### config.mk
export PLATFORM = sky130hd
export DESIGN_NAME = rcg_ctrl_div_seq
export DESIGN_NICKNAME = d
export VERILOG_FILES = /design/src/rtl/rcg_ctrl_div_seq.sv
export SDC_FILE = /design/constraint.sdc
export NUM_CORES = 1
export LEC_CHECK = 0
export ABC_AREA = 1
export CAP_MARGIN = 20
export CORE_MARGIN = 2
export CORE_UTILIZATION = 35
export CTS_BUF_LIST = sky130_fd_sc_hd__clkbuf_2 sky130_fd_sc_hd__clkbuf_4 sky130_fd_sc_hd__clkbuf_8
export CTS_CLUSTER_SIZE = 40
export DETAILED_ROUTE_END_ITERATION = 12
export PLACE_DENSITY = 0.71
export SETUP_SLACK_MARGIN = 0.02
export SLEW_MARGIN = 20
export SYNTH_ARGS = -nofsm -noshare
export SYNTH_HDL_FRONTEND = slang
export SYNTH_SLANG_ARGS = --single-unit
### constraint.sdc
create_clock -name clk_in -period 2.3 [get_ports clk_in]
set_clock_uncertainty 0.1 [all_clocks]
set_input_delay 0.46 -clock clk_in [delete_from_list [all_inputs] [get_ports clk_in]]
set_output_delay 0.46 -clock clk_in [all_outputs]
set_load 0.01 [all_outputs]
### src/rtl/rcg_ctrl_div_seq.sv
// ---------------------------------------------------------------------------
// rcg_ctrl_div_seq : ratio-change sequencer (align -> hold reset -> go pulse)
// Optional alignment timeout: define RCG_DIV_SEQ_TIMEOUT_EN.   Rev 1.0
// ---------------------------------------------------------------------------
`default_nettype none

module rcg_ctrl_div_seq #(
    parameter int DIV_WIDTH   = 16,
    parameter int NUM_DIV     = 4,
    parameter int ALN_HOLD    = 4,
    parameter int TIMEOUT_CYC = 1024
) (
    input  logic                           clk_in,
    input  logic                           grst,
    input  logic                           req_vld,
    input  logic [NUM_DIV*DIV_WIDTH-1:0]   req_ratio,
    output logic                           req_rdy,
    input  logic [NUM_DIV-1:0]             div_clk_align,
    output logic [NUM_DIV*DIV_WIDTH-1:0]   div_ratio,
    output logic                           div_aln_rst_n,
    output logic                           divider_go_pls,
    output logic                           seq_busy,
    output logic                           seq_done,
    output logic                           aln_err
);

    localparam int                   RW        = NUM_DIV * DIV_WIDTH;
    localparam logic [7:0]           HOLD_LAST = 8'(ALN_HOLD - 1);
    localparam logic [DIV_WIDTH-1:0] ONE_F     = DIV_WIDTH'(1);
    localparam logic [RW-1:0]        ONES      = {NUM_DIV{ONE_F}};

    typedef enum logic [1:0] {
        S_IDLE     = 2'd0,
        S_WAIT_ALN = 2'd1,
        S_HOLD     = 2'd2,
        S_GO       = 2'd3
    } state_t;

    state_t          state_q, state_d;
    logic [RW-1:0]   lat_q, lat_d;
    logic [RW-1:0]   ratio_q, ratio_d;
    logic [7:0]      hold_cnt_q, hold_cnt_d;
    logic            rdy_q, aln_rst_n_q, go_q, busy_q, done_q;
    logic            w_all_aln;
    logic            w_timeout;

    assign w_all_aln = &div_clk_align;

    always_comb begin
        state_d    = state_q;
        lat_d      = lat_q;
        ratio_d    = ratio_q;
        hold_cnt_d = hold_cnt_q;
        case (state_q)
            S_IDLE: begin
                if (req_vld) begin
                    lat_d   = req_ratio;
                    state_d = S_WAIT_ALN;
                end
            end
            S_WAIT_ALN: begin
                // The only place the divider ratios are allowed to move.
                if (w_all_aln || w_timeout) begin
                    ratio_d    = lat_q;
                    hold_cnt_d = '0;
                    state_d    = S_HOLD;
                end
            end
            S_HOLD: begin
                if (hold_cnt_q == HOLD_LAST) begin
                    hold_cnt_d = '0;
                    state_d    = S_GO;
                end else begin
                    hold_cnt_d = hold_cnt_q + 8'd1;
                end
            end
            S_GO:    state_d = S_IDLE;
            default: state_d = S_IDLE;
        endcase
    end

    // Outputs are decoded from the next state so they line up with it.
    always_ff @(posedge clk_in) begin
        if (grst) begin
            state_q     <= S_IDLE;
            lat_q       <= ONES;
            ratio_q     <= ONES;
            hold_cnt_q  <= '0;
            rdy_q       <= 1'b1;
            aln_rst_n_q <= 1'b1;
            go_q        <= 1'b0;
            busy_q      <= 1'b0;
            done_q      <= 1'b0;
        end else begin
            state_q     <= state_d;
            lat_q       <= lat_d;
            ratio_q     <= ratio_d;
            hold_cnt_q  <= hold_cnt_d;
            rdy_q       <= (state_d == S_IDLE);
            aln_rst_n_q <= (state_d != S_HOLD);
            go_q        <= (state_d == S_GO);
            busy_q      <= (state_d != S_IDLE);
            done_q      <= (state_q == S_GO);
        end
    end

`ifdef RCG_DIV_SEQ_TIMEOUT_EN
    localparam logic [15:0] TO_LAST = 16'(TIMEOUT_CYC - 1);

    logic [15:0] wait_cnt_q, wait_cnt_d;
    logic        aln_err_q, aln_err_d;

    assign w_timeout = (state_q == S_WAIT_ALN) && (wait_cnt_q == TO_LAST);

    // Counter rests at zero outside WAIT_ALN, so every entry starts fresh.
    always_comb begin
        wait_cnt_d = '0;
        aln_err_d  = aln_err_q;
        if (state_q == S_WAIT_ALN) begin
            wait_cnt_d = wait_cnt_q + 16'd1;
        end
        if (state_q == S_IDLE && req_vld) begin
            aln_err_d = 1'b0;
        end else if (w_timeout && !w_all_aln) begin
            aln_err_d = 1'b1;
        end
    end

    always_ff @(posedge clk_in) begin
        if (grst) begin
            wait_cnt_q <= '0;
            aln_err_q  <= 1'b0;
        end else begin
            wait_cnt_q <= wait_cnt_d;
            aln_err_q  <= aln_err_d;
        end
    end

    assign aln_err = aln_err_q;
`else
    assign w_timeout = 1'b0;
    assign aln_err   = 1'b0;
`endif

    assign req_rdy        = rdy_q;
    assign div_ratio      = ratio_q;
    assign div_aln_rst_n  = aln_rst_n_q;
    assign divider_go_pls = go_q;
    assign seq_busy       = busy_q;
    assign seq_done       = done_q;

endmodule

`default_nettype wire

=== Yosys cells after proc, flatten, opt, wreduce, memory -nomap -nowiden ===
Cells that the tools add are included.
W data, S select, Z words.

* Multipliers: 0
* Divide/modulo/power cells: 0
* $lt $le $gt $ge: 0
* Equality and inequality tests: 7
* Add/subtract/negate cells: 1
* Reductions and logical operators: 8
* Bitwise logic cells: 0
* Shift-type cells: 0
* Multiplexer cells: 7

{| class="wikitable"
|+ Operators with widths
! cell !! number
|-
| $mux W8 || 2
|-
| $pmux W8 S2 || 1
|-
| $add A8 B1 Y8 const B || 1
|-
| $eq A8 B2 Y1 const B || 1
|-
| $pmux W2 S4 || 1
|-
| $eq A2 B2 Y1 const B || 3
|-
| $mux W2 || 3
|-
| $reduce_and A5 Y1 || 1
|-
| $logic_not A2 Y1 || 2
|-
| $ne A2 B2 Y1 const B || 2
|-
| $reduce_and A2 Y1 || 2
|-
| $reduce_and A4 Y1 || 1
|-
| $reduce_bool A2 Y1 || 2
|-
| $eq A2 B1 Y1 const B || 1
|}

* Bits in latches: 0
* Memory bits (writable): 0
* Flip-flop bits (word level): 143
* Memory bits (read-only): 0
* Bits of input ports: 71
* Memories: 0

=== Longest topological paths before layout ===
* Word-level depth: 4
* Depth in mapped cells: 8

=== Worst setup path after synthesis ===
No wires, ideal clock.

* Path kind: input-to-reg
* From: input div_clk_align[0]
* To: register ratio_q[14] (netlist: div_ratio[14])
* Slack: 0.906 ns
* Buffers on the path: 1
* Cell stages on the path: 6
* Data arrival time: 1.178 ns
* Data required time: 2.084 ns
* Library setup time: 0.116 ns
* Cell sequence: nand2_1 > nor2_1 > nand3_1 > buf_2 > o21ai_0 > nor2_1

* Longest elaborated chain between the ends: 1

{| class="wikitable"
|+ RTL lines
! item !! line !! text
|-
| start: declaration || 18 || <nowiki>input logic [NUM_DIV-1:0] div_clk_align,</nowiki>
|-
| $reduce_and A5 Y1 (no line) || - ||
|-
| end signal: assignment || 97 || <nowiki>ratio_q <= ratio_d;</nowiki>
|-
| end: declaration || 41 || <nowiki>logic [RW-1:0] ratio_q, ratio_d;</nowiki>
|}

No other way between the ends.
A chain may end at the register's enable or synchronous reset.

=== Worst setup path after layout ===
* From: register ratio_q[48] (netlist: div_ratio[48])
* To: output div_ratio[48]

{| class="wikitable"
|+ RTL lines
! item !! line !! text
|-
| end: declaration || 19 || <nowiki>output logic [NUM_DIV*DIV_WIDTH-1:0] div_ratio,</nowiki>
|}

No word-level cell between the ends.

==> results.txt <==
----------------------------------------------------
[Layout]
  Count of fill cells added during filler insertion ... 1436
  Count of inserted antenna diode cells ... 0
  Area growth from synthesis to final layout ... 38.7%
  Final Core Density ... 49.2%
  Layout cell share with drive strength beyond 1 ... 6.75%
  Nets ... 859
  Final cell count without fillers ... 984

[Power]
  Sw Pwr ... 1230 uW
  Maximum vdd ir drop ... 332 uV
  Leakage power of the design ... 0.00274 uW
  Combinational power share ... 9.6%
  Clock Power Share ... 40.0%
  Sequential share of power ... 50.3%
  Power density normalized to cell area ... 743 mW/mm2
  Switching portion of total power ... 23.4%
  Internal Pwr Total ... 4030 uW

[Place]
  Count of placed standard cells including taps ... 952
  Buffers on Ports ... 139
  Estimated wirelength of the detail-placed design ... 8160 um
  Final GP Congestion ... 0.770

[STA]
  Max-slew violation count ... 0
  Fmax achieved ... 0.522 GHz
  Final hold viol count ... 0
  Fin crit share ... 83.3%
  RSZ-0062 raised after global routing ... false
  Accumulated negative setup slack ... 0 ns
  Setup violators final ... 0
  Final min period ... 1.92 ns

[Synthesis]
  Cell with the most instances after synthesis ... nor2_1
  Sequential area share after synthesis ... 56.0%
  Mapped Nets ... 732
  Top-area cell type share of the netlist area ... 56.0%
  Fraction of synthesis flops using an asynchronous set or reset pin ... 0%
  Register bit count reported by yosys ... 143
  Main combinational cell family by area after synthesis ... simple AND/OR/NAND/NOR gates
  Post-synth design cell area ... 0.00511 mm2
  Largest area contributor in the netlist ... dfxtp_1
  Number of distinct standard cells referenced by the synthesized netlist ... 22
  Parity-gate share of the synthesized area counting xor and xnor cells ... 0.171%
  Mean Syn Cell Area ... 7.75 um2
  Adder-cell area share of the yosys netlist ... 0.245%
  Compound-gate portion of the synthesized area ... 12.7%
  EDFF count, synth ... 0
  Mapped Cells ... 660
  Largest cells by area after synthesis ... dfxtp_1 56%, nor2_1 19%, o21ai_0 11%
  Multiplexer fraction of the synthesized cell area ... 0%
  Area share of and/or/nand/nor cells after synthesis ... 25.0%
  Cell types with the highest counts after synthesis ... 257 x nor2_1, 143 x dfxtp_1, 115 x o21ai_0
  Predominant post-synthesis flop cell ... dfxtp_1
  Number of warnings printed during yosys synthesis ... 0

[Setup path]
  Worst Path Class, Setup ... flop to output port
  Worst reg-to-reg setup slack ... 0.74 ns
  Worst path max stage delay ... 0.58 ns
  Max stage delay cell, worst path ... clkdlybuf4s50_1
  Worst-path fanout max ... 2
  Cells along the critical path ... clkdlybuf4s50_1
  Worst Setup End Kind ... output port
  Signal arrival time at the worst endpoint ... 1.36 ns
  CP delay by family, top ... buffers and inverters
  CP startpoint kind ... flop
  Destination of the worst register-to-register timing path ... div_ratio[60]
  Worst path required time ... 1.74 ns
  Worst r2r src ... state_q[1]
  Count of buffering cells on the critical path with inverters included ... 1
  Length in cells of the worst reg-to-reg path ... 7

[Routing]
  Vias per cell ... 4.60
  Routed wire length ... 12600 um
  Drt first pass iters ... 4
  Detailed Route Iter0 Violations ... 259
  Count of antenna-violating nets left after detailed routing ... 0
  Via count of the routed design ... 4526
  Final routed wire length divided by cell count ... 12.8 um
  DR DRC count ... 0

[Worst hold path]
  Hold_sp ... lat_q[48]
  End of the worst hold path ... div_ratio[48]
  Hold path cells ... 2
  Class of the tightest hold or removal check ... flop to flop

[Clock tree]
  Number of setup buffers added after CTS ... 0
  Hold-fix buffers at CTS ... 0
  TritonCTS clock tree ... yes
  Count of instances resized after the clock tree is built ... 0
  Clock slew at reported path FFs ... 0.07 ns
  CTS Buf Count ... 17
  Number of buffers between clock root and the deepest sink ... 2
  Root cell of the clock tree ... clkbuf_8
  Worst-skew pair later-pin latency ... 0.44 ns
  Htree depth ... 4
  TritonCTS sink count ... 143

[GRT]
  Number of global-route vias before repair ... 4169
  Met1 usage in global routing ... 19.0%
  Initial antenna violation count ... 0
  Wire length of the first global-routing pass ... 20500 um
  Met3 layer usage reported by global route ... 4.21%
  Met2 track demand over resource in global routing ... 28.8%
  Tot GR Track Use ... 16.4%
  Most used routing layer in global routing ... met2
  Pin count of the biggest net entering global routing ... 69
  Congestion Overflow GR ... 0

[Run]
  Number of maximum-capacitance violations ... 0

[Floorplan]
  Overall die area ... 0.0156 mm2
  Die height ... 125 um
  Core Footprint ... 0.0144 mm2
  Floorplan die width ... 125 um
  Rows ... 44
  Effective utilization at floorplan ... 35.5%
  # IOs ... 141

[Status]
  Status ... finished clean

----------------------------------------------------
==> kinds of logic after synthesis <==
| kind of cell | Yosys count |
|---|---|
| AND/OR/NAND/NOR | 327 |
| XOR/XNOR | 1 |
| other | 1 |
| adder cells (fa/ha/maj) | 1 |
| AO/OA/AOI/OAI | 130 |
| flip-flops | 143 |
| buffers and inverters | 57 |
==> cell type report <==
cell class	count	area, um2	share of cell area (%)
Sequential cell	143	2860	40.4
Multi-Input combinational cell	460	1970	27.8
Timing Repair Buffer	152	1550	21.9
Clock buffer	21	289	4.08
Tap cell	184	230	3.25
Clock inverter	11	136	1.92
Inverter	13	50.0	0.706
==> layout by cell type (no fill, tap or decap), drive strengths merged <==
| cell type | instances |
|---|---|
| nor3 | 2 |
| bufinv | 3 |
| nand4 | 1 |
| inv | 12 |
| clkdlybuf4s50 | 139 |
| buf | 13 |
| o21ai | 123 |
| clkinvlp | 1 |
| nand2 | 38 |
| xor2 | 1 |
| clkinv | 8 |
| nor2 | 257 |
| dfxtp | 143 |
| nand3b | 1 |
| a21oi | 7 |
| conb | 1 |
| clkbuf | 21 |
| ha | 1 |
| nand3 | 28 |
==> sequential cells by signal, summed over array words and instances, names as in the netlist <==
signal and cells:
div_ratio 64, divider_go_pls 1, state_q 2, lat_q 64
div_aln_rst_n 1, req_rdy 1, seq_busy 1, seq_done 1
hold_cnt_q 8
==> routing by layer <==
layer	wire length, um	vias up	part of all wire, %
met5	0	-	0
met1	5510	2054	44
met3	517	21	4.1
met4	218	0	1.7
li1	-	2364	-
met2	6380	87	51
==> stage by stage <==
stage          cell area (um2)  worst slack, ns  power (uW)  hold slack [ns]
3_5_place_dp              6670            0.200        3220            0.351
5_1_grt                   7090            0.321        5490            0.388
2_1_floorplan             5110            0.906        2970            0.329
3_3_place_gp              6670            0.231        3210            0.341
6_report                  7090            0.385        5270            0.364
4_1_cts                   7090            0.331        5330            0.369
==> how the worst max path moves through the flow <==
stage,start,end,slack (ns),depth (start not counted)
after global placement,div_clk_align[0],div_ratio[56],0.23,7
after floorplan,div_clk_align[0],div_ratio[14],0.91,6
after detailed placement,div_clk_align[1],div_ratio[38],0.20,7
final,div_ratio[48],div_ratio[48],0.38,1
after global routing,div_ratio[50],div_ratio[50],0.32,1
after CTS,div_ratio[48],div_ratio[48],0.33,1
==> power groups by stage <==
stage / clock network, uW / logic [uW] / registers, uW
2_1_floorplan: 0 / 265 / 2710
3_3_place_gp: 0 / 504 / 2710
3_5_place_dp: 0 / 509 / 2710
4_1_cts: 2160 / 513 / 2650
5_1_grt: 2260 / 569 / 2660
6_report: 2110 / 507 / 2650
==> worst register-to-register path, stage by stage, from the launching register on <==
cell,delay [ns]
dfxtp_1,0.33
inv_2,0.10
nand2_1,0.13
nor3_4,0.31
buf_4,0.24
buf_4,0.15
nor2_1,0.04
nor2_1,0.10
Note: power is estimated with default switching activity, not from simulation.
